$ cat config.mk
export PLATFORM = sky130hd
export DESIGN_NAME = maquina_cafe_param
export DESIGN_NICKNAME = d
export VERILOG_FILES = /design/src/rtl/maquina_cafe_param.sv
export SDC_FILE = /design/constraint.sdc
export NUM_CORES = 1
export LEC_CHECK = 0
export BUFFER_PORTS_ARGS = -buffer_cell sky130_fd_sc_hd__clkbuf_2
export CAP_MARGIN = 30
export CORE_ASPECT_RATIO = 1.5
export CORE_MARGIN = 4
export CORE_UTILIZATION = 57
export CTS_CLUSTER_SIZE = 8
export DETAILED_ROUTE_END_ITERATION = 6
export GPL_TIMING_DRIVEN = 0
export PLACE_DENSITY = 0.81
export SETUP_SLACK_MARGIN = 0.15
export SYNTH_ARGS = -nofsm -noshare
export SYNTH_HDL_FRONTEND = slang
export SYNTH_SLANG_ARGS = --single-unit
$ cat constraint.sdc
create_clock -name clk -period 2.7 [get_ports clk]
set_input_delay 0.135 -clock clk [delete_from_list [all_inputs] [get_ports clk]]
set_output_delay 0.135 -clock clk [all_outputs]
set_load 0.01 [all_outputs]
$ cat src/rtl/maquina_cafe_param.sv
// maquina_cafe_param: parametrised coffee-machine controller.
// Latches a validated drink selection, prices it, collects coins, returns
// change or refunds, times preparation by size and holds "listo" until the
// cup is collected.
// Optional feature: define PAGO_TIMEOUT_EN so that a payment with no accepted
// coin for T_TIMEOUT cycles is refunded and aborted, as on cancelar.
module maquina_cafe_param #(
  parameter int unsigned N_TIPOS     = 4,
  parameter int unsigned N_TAMANOS   = 3,
  parameter int unsigned MAX_AZUCAR  = 5,
  parameter int unsigned W_PRECIO    = 12,
  parameter int unsigned PRECIO_BASE = 500,
  parameter int unsigned PASO_TIPO   = 250,
  parameter int unsigned PASO_TAMANO = 500,
  parameter int unsigned T_BASE      = 4,
  parameter int unsigned T_PASO      = 2,
  parameter int unsigned T_TIMEOUT   = 32
) (
  input  logic                clk,
  input  logic                reset,
  input  logic [2:0]          tipo_cafe_in,
  input  logic [1:0]          tamano_in,
  input  logic [2:0]          nivel_azucar_in,
  input  logic                validar,
  input  logic                moneda_valida,
  input  logic [W_PRECIO-1:0] moneda_valor,
  input  logic                cancelar,
  input  logic                retirar,
  output logic [W_PRECIO-1:0] precio,
  output logic [W_PRECIO-1:0] credito,
  output logic [W_PRECIO-1:0] cambio,
  output logic                cambio_valido,
  output logic                moneda_rechazada,
  output logic                SELECCION_valida,
  output logic                error_seleccion,
  output logic                concentracion,
  output logic                leche,
  output logic                espuma,
  output logic [2:0]          azucar_anadido,
  output logic                preparando,
  output logic                listo
);

  typedef enum logic [1:0] {IDLE, PAGO, PREP, LISTO} t_estado;

  // Longest preparation; the down-counter only ever holds T-1.
  localparam int unsigned T_MAX = T_BASE + (N_TAMANOS - 1) * T_PASO;
  localparam int unsigned W_CNT = (T_MAX > 1) ? $clog2(T_MAX) : 1;

  localparam logic [W_PRECIO-1:0] P_BASE = W_PRECIO'(PRECIO_BASE);
  localparam logic [W_PRECIO-1:0] P_TIPO = W_PRECIO'(PASO_TIPO);
  localparam logic [W_PRECIO-1:0] P_TAM  = W_PRECIO'(PASO_TAMANO);

  t_estado             r_state, w_state_next;
  logic [2:0]          r_tipo, w_tipo_next;
  logic [1:0]          r_tamano, w_tamano_next;
  logic [2:0]          r_azucar, w_azucar_next;
  logic [W_PRECIO-1:0] r_precio, w_precio_next;
  logic [W_PRECIO-1:0] r_credito, w_credito_next;
  logic [W_PRECIO-1:0] r_cambio, w_cambio_next;
  logic                r_cambio_valido, w_cambio_valido_next;
  logic                r_rechazo, w_rechazo_next;
  logic                r_error, w_error_next;
  logic                r_sel, w_sel_next;
  logic [W_CNT-1:0]    r_cnt, w_cnt_next;

`ifdef PAGO_TIMEOUT_EN
  localparam int unsigned W_TO = (T_TIMEOUT > 1) ? $clog2(T_TIMEOUT) : 1;
  logic [W_TO-1:0]     r_to_cnt, w_to_cnt_next;
`endif

  logic                w_sel_ok;
  logic [W_PRECIO-1:0] w_precio_calc;
  logic [W_PRECIO:0]   w_suma;
  logic [W_CNT-1:0]    w_tprep;
  logic                w_activo;

  assign w_sel_ok = (32'(tipo_cafe_in) < N_TIPOS) &&
                    (32'(tamano_in) < N_TAMANOS) &&
                    (32'(nivel_azucar_in) <= MAX_AZUCAR);

  // Price wraps at W_PRECIO bits by construction.
  assign w_precio_calc = P_BASE + W_PRECIO'(tipo_cafe_in) * P_TIPO
                                + W_PRECIO'(tamano_in) * P_TAM;

  // One extra bit exposes a coin that would overflow the credit register.
  assign w_suma  = {1'b0, r_credito} + {1'b0, moneda_valor};
  assign w_tprep = W_CNT'(T_BASE + 32'(r_tamano) * T_PASO - 1);

  // Next-state and next-register logic for the whole controller.
  always_comb begin
    w_state_next         = r_state;
    w_tipo_next          = r_tipo;
    w_tamano_next        = r_tamano;
    w_azucar_next        = r_azucar;
    w_precio_next        = r_precio;
    w_credito_next       = r_credito;
    w_cambio_next        = r_cambio;
    w_cambio_valido_next = 1'b0;
    w_rechazo_next       = moneda_valida;  // any coin not explicitly accepted
    w_error_next         = 1'b0;
    w_sel_next           = r_sel;
    w_cnt_next           = r_cnt;
`ifdef PAGO_TIMEOUT_EN
    w_to_cnt_next        = r_to_cnt;
`endif
    case (r_state)
      IDLE: begin
        if (validar) begin
          if (w_sel_ok) begin
            w_tipo_next    = tipo_cafe_in;
            w_tamano_next  = tamano_in;
            w_azucar_next  = nivel_azucar_in;
            w_precio_next  = w_precio_calc;
            w_credito_next = '0;
            w_sel_next     = 1'b1;
            w_state_next   = PAGO;
`ifdef PAGO_TIMEOUT_EN
            w_to_cnt_next  = '0;
`endif
          end else begin
            w_error_next = 1'b1;
          end
        end
      end
      PAGO: begin
        if (cancelar) begin
          // Refund wins over a coin arriving in the same cycle.
          w_cambio_next        = r_credito;
          w_cambio_valido_next = 1'b1;
          w_credito_next       = '0;
          w_sel_next           = 1'b0;
          w_state_next         = IDLE;
        end else if (r_credito >= r_precio) begin
          w_cambio_next        = r_credito - r_precio;
          w_cambio_valido_next = 1'b1;
          w_credito_next       = '0;
          w_cnt_next           = w_tprep;
          w_state_next         = PREP;
        end else if (moneda_valida && !w_suma[W_PRECIO]) begin
          w_credito_next = w_suma[W_PRECIO-1:0];
          w_rechazo_next = 1'b0;
`ifdef PAGO_TIMEOUT_EN
          w_to_cnt_next  = '0;
        end else if (r_to_cnt == W_TO'(T_TIMEOUT - 1)) begin
          w_cambio_next        = r_credito;
          w_cambio_valido_next = 1'b1;
          w_credito_next       = '0;
          w_sel_next           = 1'b0;
          w_state_next         = IDLE;
        end else begin
          w_to_cnt_next = r_to_cnt + 1'b1;
`endif
        end
      end
      PREP: begin
        if (r_cnt == '0) begin
          w_state_next = LISTO;
        end else begin
          w_cnt_next = r_cnt - 1'b1;
        end
      end
      LISTO: begin
        if (retirar) begin
          w_sel_next    = 1'b0;
          w_tipo_next   = '0;
          w_tamano_next = '0;
          w_azucar_next = '0;
          w_state_next  = IDLE;
        end
      end
      default: w_state_next = IDLE;
    endcase
  end

  // State and datapath registers; reset drops everything with no refund.
  always_ff @(posedge clk or negedge reset) begin
    if (!reset) begin
      r_state         <= IDLE;
      r_tipo          <= '0;
      r_tamano        <= '0;
      r_azucar        <= '0;
      r_precio        <= '0;
      r_credito       <= '0;
      r_cambio        <= '0;
      r_cambio_valido <= 1'b0;
      r_rechazo       <= 1'b0;
      r_error         <= 1'b0;
      r_sel           <= 1'b0;
      r_cnt           <= '0;
`ifdef PAGO_TIMEOUT_EN
      r_to_cnt        <= '0;
`endif
    end else begin
      r_state         <= w_state_next;
      r_tipo          <= w_tipo_next;
      r_tamano        <= w_tamano_next;
      r_azucar        <= w_azucar_next;
      r_precio        <= w_precio_next;
      r_credito       <= w_credito_next;
      r_cambio        <= w_cambio_next;
      r_cambio_valido <= w_cambio_valido_next;
      r_rechazo       <= w_rechazo_next;
      r_error         <= w_error_next;
      r_sel           <= w_sel_next;
      r_cnt           <= w_cnt_next;
`ifdef PAGO_TIMEOUT_EN
      r_to_cnt        <= w_to_cnt_next;
`endif
    end
  end

  // Dispenser attributes are live from PREP entry until LISTO is left.
  assign w_activo = (r_state == PREP) || (r_state == LISTO);

  assign precio           = r_precio;
  assign credito          = r_credito;
  assign cambio           = r_cambio;
  assign cambio_valido    = r_cambio_valido;
  assign moneda_rechazada = r_rechazo;
  assign error_seleccion  = r_error;
  assign SELECCION_valida = r_sel;
  assign leche            = w_activo & r_tipo[0];
  assign concentracion    = w_activo & r_tipo[1];
  assign espuma           = w_activo & (r_tipo == 3'd3);
  assign azucar_anadido   = w_activo ? r_azucar : 3'd0;
  assign preparando       = (r_state == PREP);
  assign listo            = (r_state == LISTO);

endmodule

Yosys cells after proc, flatten, opt, wreduce, memory -nomap -nowiden --
Index checks and enable logic that the tools add are counted.
Storage, ports and cells: register bits 53, output and inout bits 48, word-level logic and storage cells 106
Cells by class: add/sub/neg operators 7, multiply operators 2, $lt $le $gt $ge 4, equal/unequal tests 14, multiplexer cells 45, bitwise logic cells 3, reductions and logical operators 19
Operators with widths (count):
- 12-bit two-way mux | 7
- 3-bit two-way mux | 9
- 12-bit one-hot mux with 2 select lines | 1
- 3-bit one-hot mux with 2 select lines | 3
- 2-bit two-way mux | 8
- 1-bit two-way mux | 14
- 2-bit inequality test (second input constant) | 7
- 12-bit by 12-bit adder with 13-bit output | 1
- 12-bit by 11-bit adder with 12-bit output | 1
- 9-bit by 11-bit adder with 12-bit output (first input constant) | 1
- 12-bit >= comparator | 1
- 4-bit AND reduction | 3
- 12-bit subtractor | 1
- 3-bit by 7-bit multiplier with 10-bit output (second input constant) | 1
- 5-bit AND reduction | 2
- 2-bit by 7-bit multiplier with 9-bit output (second input constant) | 1
- 2-bit one-hot mux with 4 select lines | 1
- 2-bit nonzero test | 4
- 3-bit by 1-bit subtractor with 3-bit output (second input constant) | 2
- 2-bit == test (second input constant) | 2
- 4-bit inequality test (second input constant) | 1
- 2-bit one-hot mux with 2 select lines | 1
- 3-bit adder (first input constant) | 1
- 1-bit bitwise AND | 3
- other kinds (16) | 18

Logic depth before layout (Yosys ltp) --
Gate-level depths: netlist (run 1).
depth after elaboration 7, gate-level depth with buffers 15, gate-level depth less buffers 15

Least setup slack after synthesis (run 1) --
OpenSTA, ideal clock, no wires.
path type input to register, start input port tipo_cafe_in[0], end register r_precio[11], in the netlist precio[11], data arrival time 2996 ps, data required time 2565 ps, setup slack -431 ps, stages 14, path buffers 0, path through fa_1 inv_1 fa_1 inv_1 fa_1 inv_1 ha_1 inv_1 ha_1 a21oi_1 o21ai_0 a31oi_1 xor2_1 o21ai_0
Between the ends: cells in the longest elaborated chain, start to end 4, elaborated cells on any way between the ends 7
RTL lines:
- from (decl) | RTL line 21 | input logic [2:0] tipo_cafe_in,
- branches (longest 4 deep; another with 9-bit by 11-bit adder with 12-bit output)
- to (signal assigned) | RTL line 199 | r_precio <= w_precio_next;
- to (decl) | RTL line 58 | logic [W_PRECIO-1:0] r_precio, w_precio_next;
Several ways; the timed one is not identified. A chain may end at the register's enable or synchronous reset.

Worst setup path after layout (run 1) --
start input port tipo_cafe_in[1], end register r_precio[9], in the netlist precio[9]
Same word-level chain as after synthesis.

==> impl_results.md, run 1 <==
* Worst Path Required at 2.88 ns
* #FFs+latches synth at 52
* Commonest non-fill, non-tap cell in the layout: clkbuf_2
* CTS tree: built
* IO Pins at 74
* Status: complete, but fails checks
* Failing checks: setup timing
* Synthesized cell area at 4200 µm²
* DIE HEIGHT at 113 µm
* HP Class: in2reg
* Crit end category: flip-flop
* CORE AREA at 7180 µm²
* Antenna Nets Post-Route at 0
* Hold depth at 3
* First-pass GRT wire length at 17.6 mm
* Slew @ Worst Pin at 0.619 ns
* Cells after synthesis at 479
* Pin count of the biggest net entering global routing at 30
* Die X at 78.1 µm
* Drc violations at 0
* 1st-pass router iterations at 6
* Setup Skew at 0.0152 ns
* Most frequent cells in the layout: 69 x clkbuf_2, 51 x dfrtp_1, 48 x ha_1, 46 x nand2_1, 37 x inv_1
* Cell row count at 38
* Initial DRC Count at 169
* Final #Nets at 655
* Crit path arrival time at 2.92 ns
* Max Fclk at 365 MHz
* Setup violators final at 2
* Count of cell types in the netlist at 57
* Layout area overhead at 21.5%
* Initial Util at 58.4%
* DR WL/cell at 15.6 µm
* Vias in the first global route at 3895
* Setup WS pre-CTS at -0.540 ns
* Max VDD drop at 487 µV
* Count of input and output buffers at 72
* Diode count at 0
* Root Driver: clkbuf_8
* Worst-Skew Late Latency at 0.32 ns
* Leak at 2.61 nW
* Power Density at 1060 nW/µm²
* Synth Flop Type: dfrtp_1
* Die area at 8830 µm²
* Clock-pin slew on the worst setup and hold paths at 0.09 ns
* Final GP Congestion at 0.891
* Post-Place Cell Area at 4750 µm²
* Post-synthesis sequential area ratio at 31.0%
* Final Total Pwr at 5.40 mW
* Synth Area per Inst at 8.76 µm²
* Max cap viols at 0
* Syn. warnings at 0
* Clock Tree Buf Depth at 2
* Drt via density at 5.63
* Final hold vios at 0
* Final Cycle Share at 101%
* Dpl cells at 652
* Initial antenna violation count at 0
* HPWL Detailed at 8.29 mm
* Worst slew margin at 58.8%
* Via count at 3771
* Drt total wl at 10.4 mm
* Total grt overflow at 0
* Fraction of registers with async set/reset at 100%
* Unrepaired setup endpoints after global routing: yes
* # clock sinks at 52
* Syn Nets at 565
* Worst Path Max Fanout at 5
* Gr usage total at 24.6%
* CTS HTree Levels at 2
* Share of cells above drive strength 1 at 23.9%
* Worst Reg2Reg Path Length in Cells at 8
* Layout Cells excl Fill at 670
* Fillers at 600
* Slew Viols, Final at 0
* Post-synth EDFFs at 0
* Final instance area at 5100 µm²
* Final setup margin at -0.0398 ns
* Critical path class: in2reg
* Period minus WS final at 2.74 ns
* Num CTS Buffers at 5
* Setup crit start kind: input pin
==> state kept, by name, summed over array words and instances (netlist names), named ones only <==
| name | cells |
|---|---|
| r_azucar | 3 |
| r_cnt | 3 |
| moneda_rechazada | 1 |
| credito | 12 |
| r_state | 1 |
| cambio | 12 |
| r_tipo | 3 |
| precio | 11 |
| error_seleccion | 1 |
| r_tamano | 2 |
| SELECCION_valida | 1 |
| cambio_valido | 1 |
==> synthesized netlist by cell type, types with 4 or more instances <==
library cell | n | area [µm²]
and3_1 | 6 | 37.5
nand2_1 | 46 | 173
mux2i_1 | 6 | 60.1
a31oi_1 | 4 | 25.0
xor2_1 | 11 | 96.3
xnor2_1 | 14 | 123
nand3_1 | 14 | 70.1
clkbuf_1 | 9 | 33.8
nand2b_1 | 5 | 31.3
nor3_1 | 17 | 85.1
o21ai_0 | 35 | 175
nor2_1 | 32 | 120
dfrtp_1 | 52 | 1300
nor2b_1 | 7 | 43.8
ha_1 | 54 | 676
inv_1 | 44 | 165
a21o_1 | 9 | 67.6
buf_2 | 4 | 20.0
a22o_1 | 10 | 87.6
and2_1 | 7 | 43.8
fa_1 | 6 | 120
o21a_1 | 4 | 30.0
a21oi_1 | 32 | 160
==> through the flow <==
| stage | TNS (ns) | util, % | hold slack, ns |
|---|---|---|---|
| after global routing | -0.353 | 71.0 | 0.0293 |
| after global placement | -1.81 | 65.9 | 0.331 |
| after CTS | -0.0625 | 70.1 | 0.0126 |
| after detailed placement | -2.14 | 66.2 | 0.177 |
| after floorplan | -0.310 | - | -0.161 |
| final | -0.0731 | 71.0 | 0.0166 |
==> critical path, cell delays in order <==
cell      delay [ns]
buf_8           0.11
fa_2            0.60
inv_2           0.05
fa_2            0.34
inv_2           0.08
fa_2            0.43
inv_2           0.08
ha_4            0.19
inv_2           0.06
ha_4            0.21
a21oi_4         0.16
o21bai_1        0.09
a21oi_1         0.16
xor2_1          0.17
o21ai_1         0.08
==> worst paths after layout <==
path	start	end	slack [ns]
max	tipo_cafe_in[1]	precio[9]	-0.04
min	nivel_azucar_in[0]	r_azucar[0]	0.02
max reg2reg	credito[6]	credito[9]	0.26
min reg2reg	r_azucar[2]	r_azucar[2]	0.50
max in group asynchronous	reset	cambio[7]	1.76
min in group asynchronous	reset	credito[1]	0.35
==> cell families after synthesis <==
logic type,count (synthesis),share of synthesized area [%]
other,1,0.0894
AO/OA/AOI/OAI,127,19.9
flip-flops,52,31.0
XOR/XNOR,25,5.22
buffers and inverters,60,5.73
adder cells (fa/ha/maj),60,19.0
AND/OR/NAND/NOR,143,16.0
multiplexers,11,3.04
==> power breakdown <==
group | switching (mW) | total (mW) | internal [mW] | leakage [nW]
registers | 0.278 | 1.38 | 1.10 | 0.664
logic | 1.93 | 3.44 | 1.51 | 1.88
clock network | 0.260 | 0.588 | 0.327 | 0.0645
==> layout make-up <==
cell class                      count  area, µm²  share of cell area [%]
Tap cell                          100        125                    2.45
Clock buffer                        7       96.3                    1.89
Inverter                           45        171                    3.36
Buffer                             15       73.8                    1.45
Timing Repair Buffer               83        494                    9.70
Clock inverter                      1       30.0                   0.589
Sequential cell                    52       1300                    25.6
Multi-Input combinational cell    367       2800                    55.0
==> metal layers <==
metal  up-vias  track usage, %  wire, µm
met5         -               0         0
li1       1866               -         -
met4         0            9.57       242
met1      1789            25.7      3900
met2        96            48.2      5860
met3        20            3.90       420
==> repair_timing <==
item | in CTS | in global routing
buffers inserted | 7 | 2
hold endpoints to repair | 23 | 0
pin swaps | 13 | 11
gates resized for setup | 25 | 13
hold buffers | 1 | 0
endpoints found under the setup margin | 20 | 18
Power figures use the tool's default switching activity.
==> run 2: changes to the inputs <==
--- a/config.mk
+++ b/config.mk
@@ -7,2 +7,3 @@
 export LEC_CHECK = 0
+export ABC_AREA = 1
 export BUFFER_PORTS_ARGS = -buffer_cell sky130_fd_sc_hd__clkbuf_2
@@ -11,3 +12,3 @@
 export CORE_MARGIN = 4
-export CORE_UTILIZATION = 57
+export CORE_UTILIZATION = 58
 export CTS_CLUSTER_SIZE = 8
==> constraint.sdc (replaced) <==
create_clock -name clk -period 2.7 [get_ports clk]
set_input_delay 0.675 -clock clk [delete_from_list [all_inputs] [get_ports clk]]
set_output_delay 0.675 -clock clk [all_outputs]
set_load 0.01 [all_outputs]
==> run 2 against run 1 <==
Compared with the run above: the flow still finishes with violations (setup timing); fmax is 17% lower; setup slack worse by 0.56 ns; via count is 19% higher; utilization is 0.67 points higher; synthesized cell count is 41% higher; sequential power hardly changed; non-clock buffer count is 9 lower; count of clock-buffer cells in the layout is 1 lower; largest cell class unchanged.
==> impl_results.md, run 2 <==
* Synth Flop Type: dfrtp_1
* Drc violations at 0 (unchanged)
* DR WL/cell at 13.4 µm (-14%)
* Clock-pin slew on the worst setup and hold paths at 0.08 ns (about the same)
* Cell row count at 39 (+2.6%)
* Multiplexer share of the synthesized area at 0.428% (-2.6 points)
* Cell Chain, Critical Path: clkbuf_16 > fa_2 > inv_2 > fa_2 > inv_2 > fa_1 > inv_1 > ha_1 > inv_2 > ha_4 > a21oi_2 > nand2_2 > nand2_2 > nand2_1 > a21oi_2 > nand2_1 > nand2_1 > o22ai_1
* Layout area overhead at 18.8%
* Setup crit end: precio[9]
* Clock Tree Buf Depth at 2 (unchanged)
* Multi-input logic area at 2970 µm² (+5.8%)
* Synth top area cells: dfrtp_1 28%, nand2_1 18%, ha_1 14%
* HPWL Detailed at 9.43 mm (+14%)
* Critical path class: in2reg
* Initial Util at 60.3% (+1.9 points)
* CP peak stage delay at 0.57 ns (-0.03 ns)
* Diode count at 0 (unchanged)
* Count of cell types in the netlist at 39 (-32%)
* DIE HEIGHT at 118 µm (+4.4%)
* Drt total wl at 11.6 mm (+11%)
* Synthesized cell area at 4680 µm² (+12%)
* Worst Reg2Reg Path Length in Cells at 11 (+3)
* Die area at 9600 µm² (+8.8%)
* Syn. warnings at 0 (unchanged)
* Hold buffer count at cts at 0 (-1)
* Initial antenna violation count at 0 (unchanged)
* Final #Nets at 846 (+29%)
* Most frequent cells in the layout: 217 x nand2_1, 105 x inv_1, 69 x clkbuf_2, 55 x nand3_1, 52 x dfrtp_1
* Slew @ Worst Pin at 0.572 ns (-0.0469 ns)
* Reg-to-Reg Start: credito[0]
* Area share of the largest cell type after synthesis at 27.8% (-3.2 points)
* Worst Path Required at 2.88 ns (about the same)
* Setup WS pre-CTS at -1.07 ns (-0.532 ns)
* Main combinational cell family by area after synthesis: simple AND/OR/NAND/NOR gates
* Worst reg2reg setup slack at 0.28 ns (+0.02 ns)
* Power Density at 1060 nW/µm² (+0.16%)
* Cell with the most instances after synthesis: nand2_1
* # clock sinks at 52 (unchanged)
* Max VDD drop at 651 µV (+34%)
* Failing checks: setup timing
* Share of cells above drive strength 1 at 20.6% (-3.2 points)
* Num CTS Buffers at 5 (unchanged)
* Syn Nets at 760 (+35%)
* Final Total Pwr at 5.90 mW (+9.3%)
* Post-synth EDFFs at 0 (unchanged)
* Initial DRC Count at 220 (+30%)
* Final hold vios at 0 (unchanged)
* Synth area leader: dfrtp_1
* HP Class: in2async
* Max cap viols at 0 (unchanged)
* Synth Area per Inst at 6.94 µm² (-21%)
* CTS HTree Levels at 2 (unchanged)
* Status: complete, but fails checks
* CORE AREA at 7760 µm² (+8.1%)
* Worst Path Max Fanout at 3 (-2)
* Setup crit start kind: input pin
* Slew Viols, Final at 0 (unchanged)
* Commonest non-fill, non-tap cell in the layout: nand2_1
* Fraction of registers with async set/reset at 100% (unchanged)
* Xor/xnor share of the synthesized area at 3.37% (-1.9 points)
* Setup crit start: tipo_cafe_in[0]
* Fillers at 645 (+7.5%)
* IO Pins at 74 (unchanged)
* Final Cycle Share at 122% (+21 points)
* Setup TNS Final at -2.95 ns (-2.88 ns)
* Max Fclk at 303 MHz (-17%)
* Final instance area at 5560 µm² (+9.1%)
* Period minus WS final at 3.30 ns (+0.564 ns)
* Post-synthesis sequential area ratio at 27.8% (-3.2 points)
* Pin count of the biggest net entering global routing at 33 (+10%)
* Hold_ws at 0.360 ns (+0.343 ns)
* Worst slew margin at 61.9% (+3.1 points)
* Adder-Cell Fraction of Synth Area at 17.0% (-2.0 points)
* 1st-pass router iterations at 5 (-1)
* Setup Skew at 0.00954 ns (-0.00570 ns)
* Post-Place Cell Area at 5280 µm² (+11%)
* Count of input and output buffers at 72 (unchanged)
* #FFs+latches synth at 52 (unchanged)
* Synth Area in Compound Gates at 5.37% (-15 points)
* Simple-Gate Fraction of Synth Area at 34.8% (+19 points)
* Setup violators final at 6 (+4)
* Final GP Congestion at 0.899 (+0.89%)
* Unrepaired setup endpoints after global routing: yes
* Leak at 3.29 nW (+26%)
* Most common library cells after synthesis: 221 x nand2_1, 111 x inv_1, 55 x nand3_1
* Drt via density at 5.20 (-7.6%)
* First-pass GRT wire length at 19.3 mm (+10%)
* Total grt overflow at 0 (unchanged)
* Cells after synthesis at 674 (+41%)
* Worst r2r dst: credito[2]
* Gr usage total at 25.3% (+0.65 points)
* Crit path arrival time at 3.48 ns (+0.56 ns)
* Register Area at 1300 µm² (about the same)
* Final setup margin at -0.603 ns (-0.564 ns)
* Crit end category: flip-flop
* Worst-Skew Late Latency at 0.30 ns (-0.02 ns)
* Die X at 81.4 µm (+4.2%)
* Via count at 4489 (+19%)
* CP max stage cell: fa_2
* Root Driver: clkbuf_16
* Vias in the first global route at 4308 (+11%)
* Antenna Nets Post-Route at 0 (unchanged)
* CTS tree: built
[run 2: changes by cell type after synthesis, moves of 13 or more]
cell and delta:
a21oi_1 -14, inv_1 +67, nand2_1 +175, nand2_2 +16
nand3_1 +41, nand4_1 +14, nor3_1 -13, o21ai_0 -18
[run 2: worst min-delay path by stage]
stage                          start                to  slack [ns]  cells past startpoint
after global routing           reset         precio[3]        0.39                      1
after CTS                      reset         precio[3]        0.37                      1
after global placement    cambio[10]        cambio[10]        0.46                      2
after floorplan                reset  SELECCION_valida        0.38                      0
final                          reset         precio[3]        0.36                      1
after detailed placement   cambio[0]         cambio[0]        0.47                      2
[run 2: worst max-delay path: cells and delay by family]
kind / cells / cell delay, ns
adders and majority gates: 5 / 1.71
buffers and inverters: 5 / 0.38
AOI/OAI and AO/OA: 3 / 0.34
and+or+nand+nor: 5 / 0.36
[run 2: final cells by class]
type / count / share of cell area, %
multi-input cells: 492 / 53.3
well taps: 102 / 2.30
repair buffers: 79 / 8.42
clock inverters: 2 / 0.698
flip-flops and latches: 52 / 23.4
inverters: 120 / 8.10
clock buffers: 6 / 2.50
plain buffers: 10 / 1.26
[run 2: report_power, final]
group / switching (mW) / total (mW) / leakage, nW / internal [mW]
Sequential: 0.291 / 1.38 / 0.670 / 1.09
Clock: 0.300 / 0.764 / 0.0871 / 0.465
Combinational: 2.28 / 3.76 / 2.53 / 1.48
Total: 2.87 / 5.90 / 3.29 / 3.03
[run 2: per-stage QoR]
stage	instances	util, %
after global placement	848	67.8
final	863	71.7
after floorplan	674	-
after detailed placement	849	68.1
after CTS	862	71.5
after global routing	863	71.7
[run 2: timing repair]
action,4_1_cts,5_1_grt
pin swaps,8,4
setup buffers,5,1
endpoints found under the setup margin,7,7
resized for setup,16,3
[run 2: kinds of logic (layout without fill, tap and decap cells)]
group	after synthesis	count (layout)
AO/OA/AOI/OAI	46	46
flip-flops	52	52
other	1	1
multiplexers	2	2
XOR/XNOR	18	18
adder cells (fa/ha/maj)	60	60
AND/OR/NAND/NOR	365	365
buffers and inverters	130	217
[run 2: routing by layer]
metal	GRT usage [%]	wire length (µm)	vias up
met2	44.4	6030	112
li1	-	-	2288
met1	29.2	4610	2063
met4	10.4	399	0
met5	0	0	-
met3	4.59	557	26
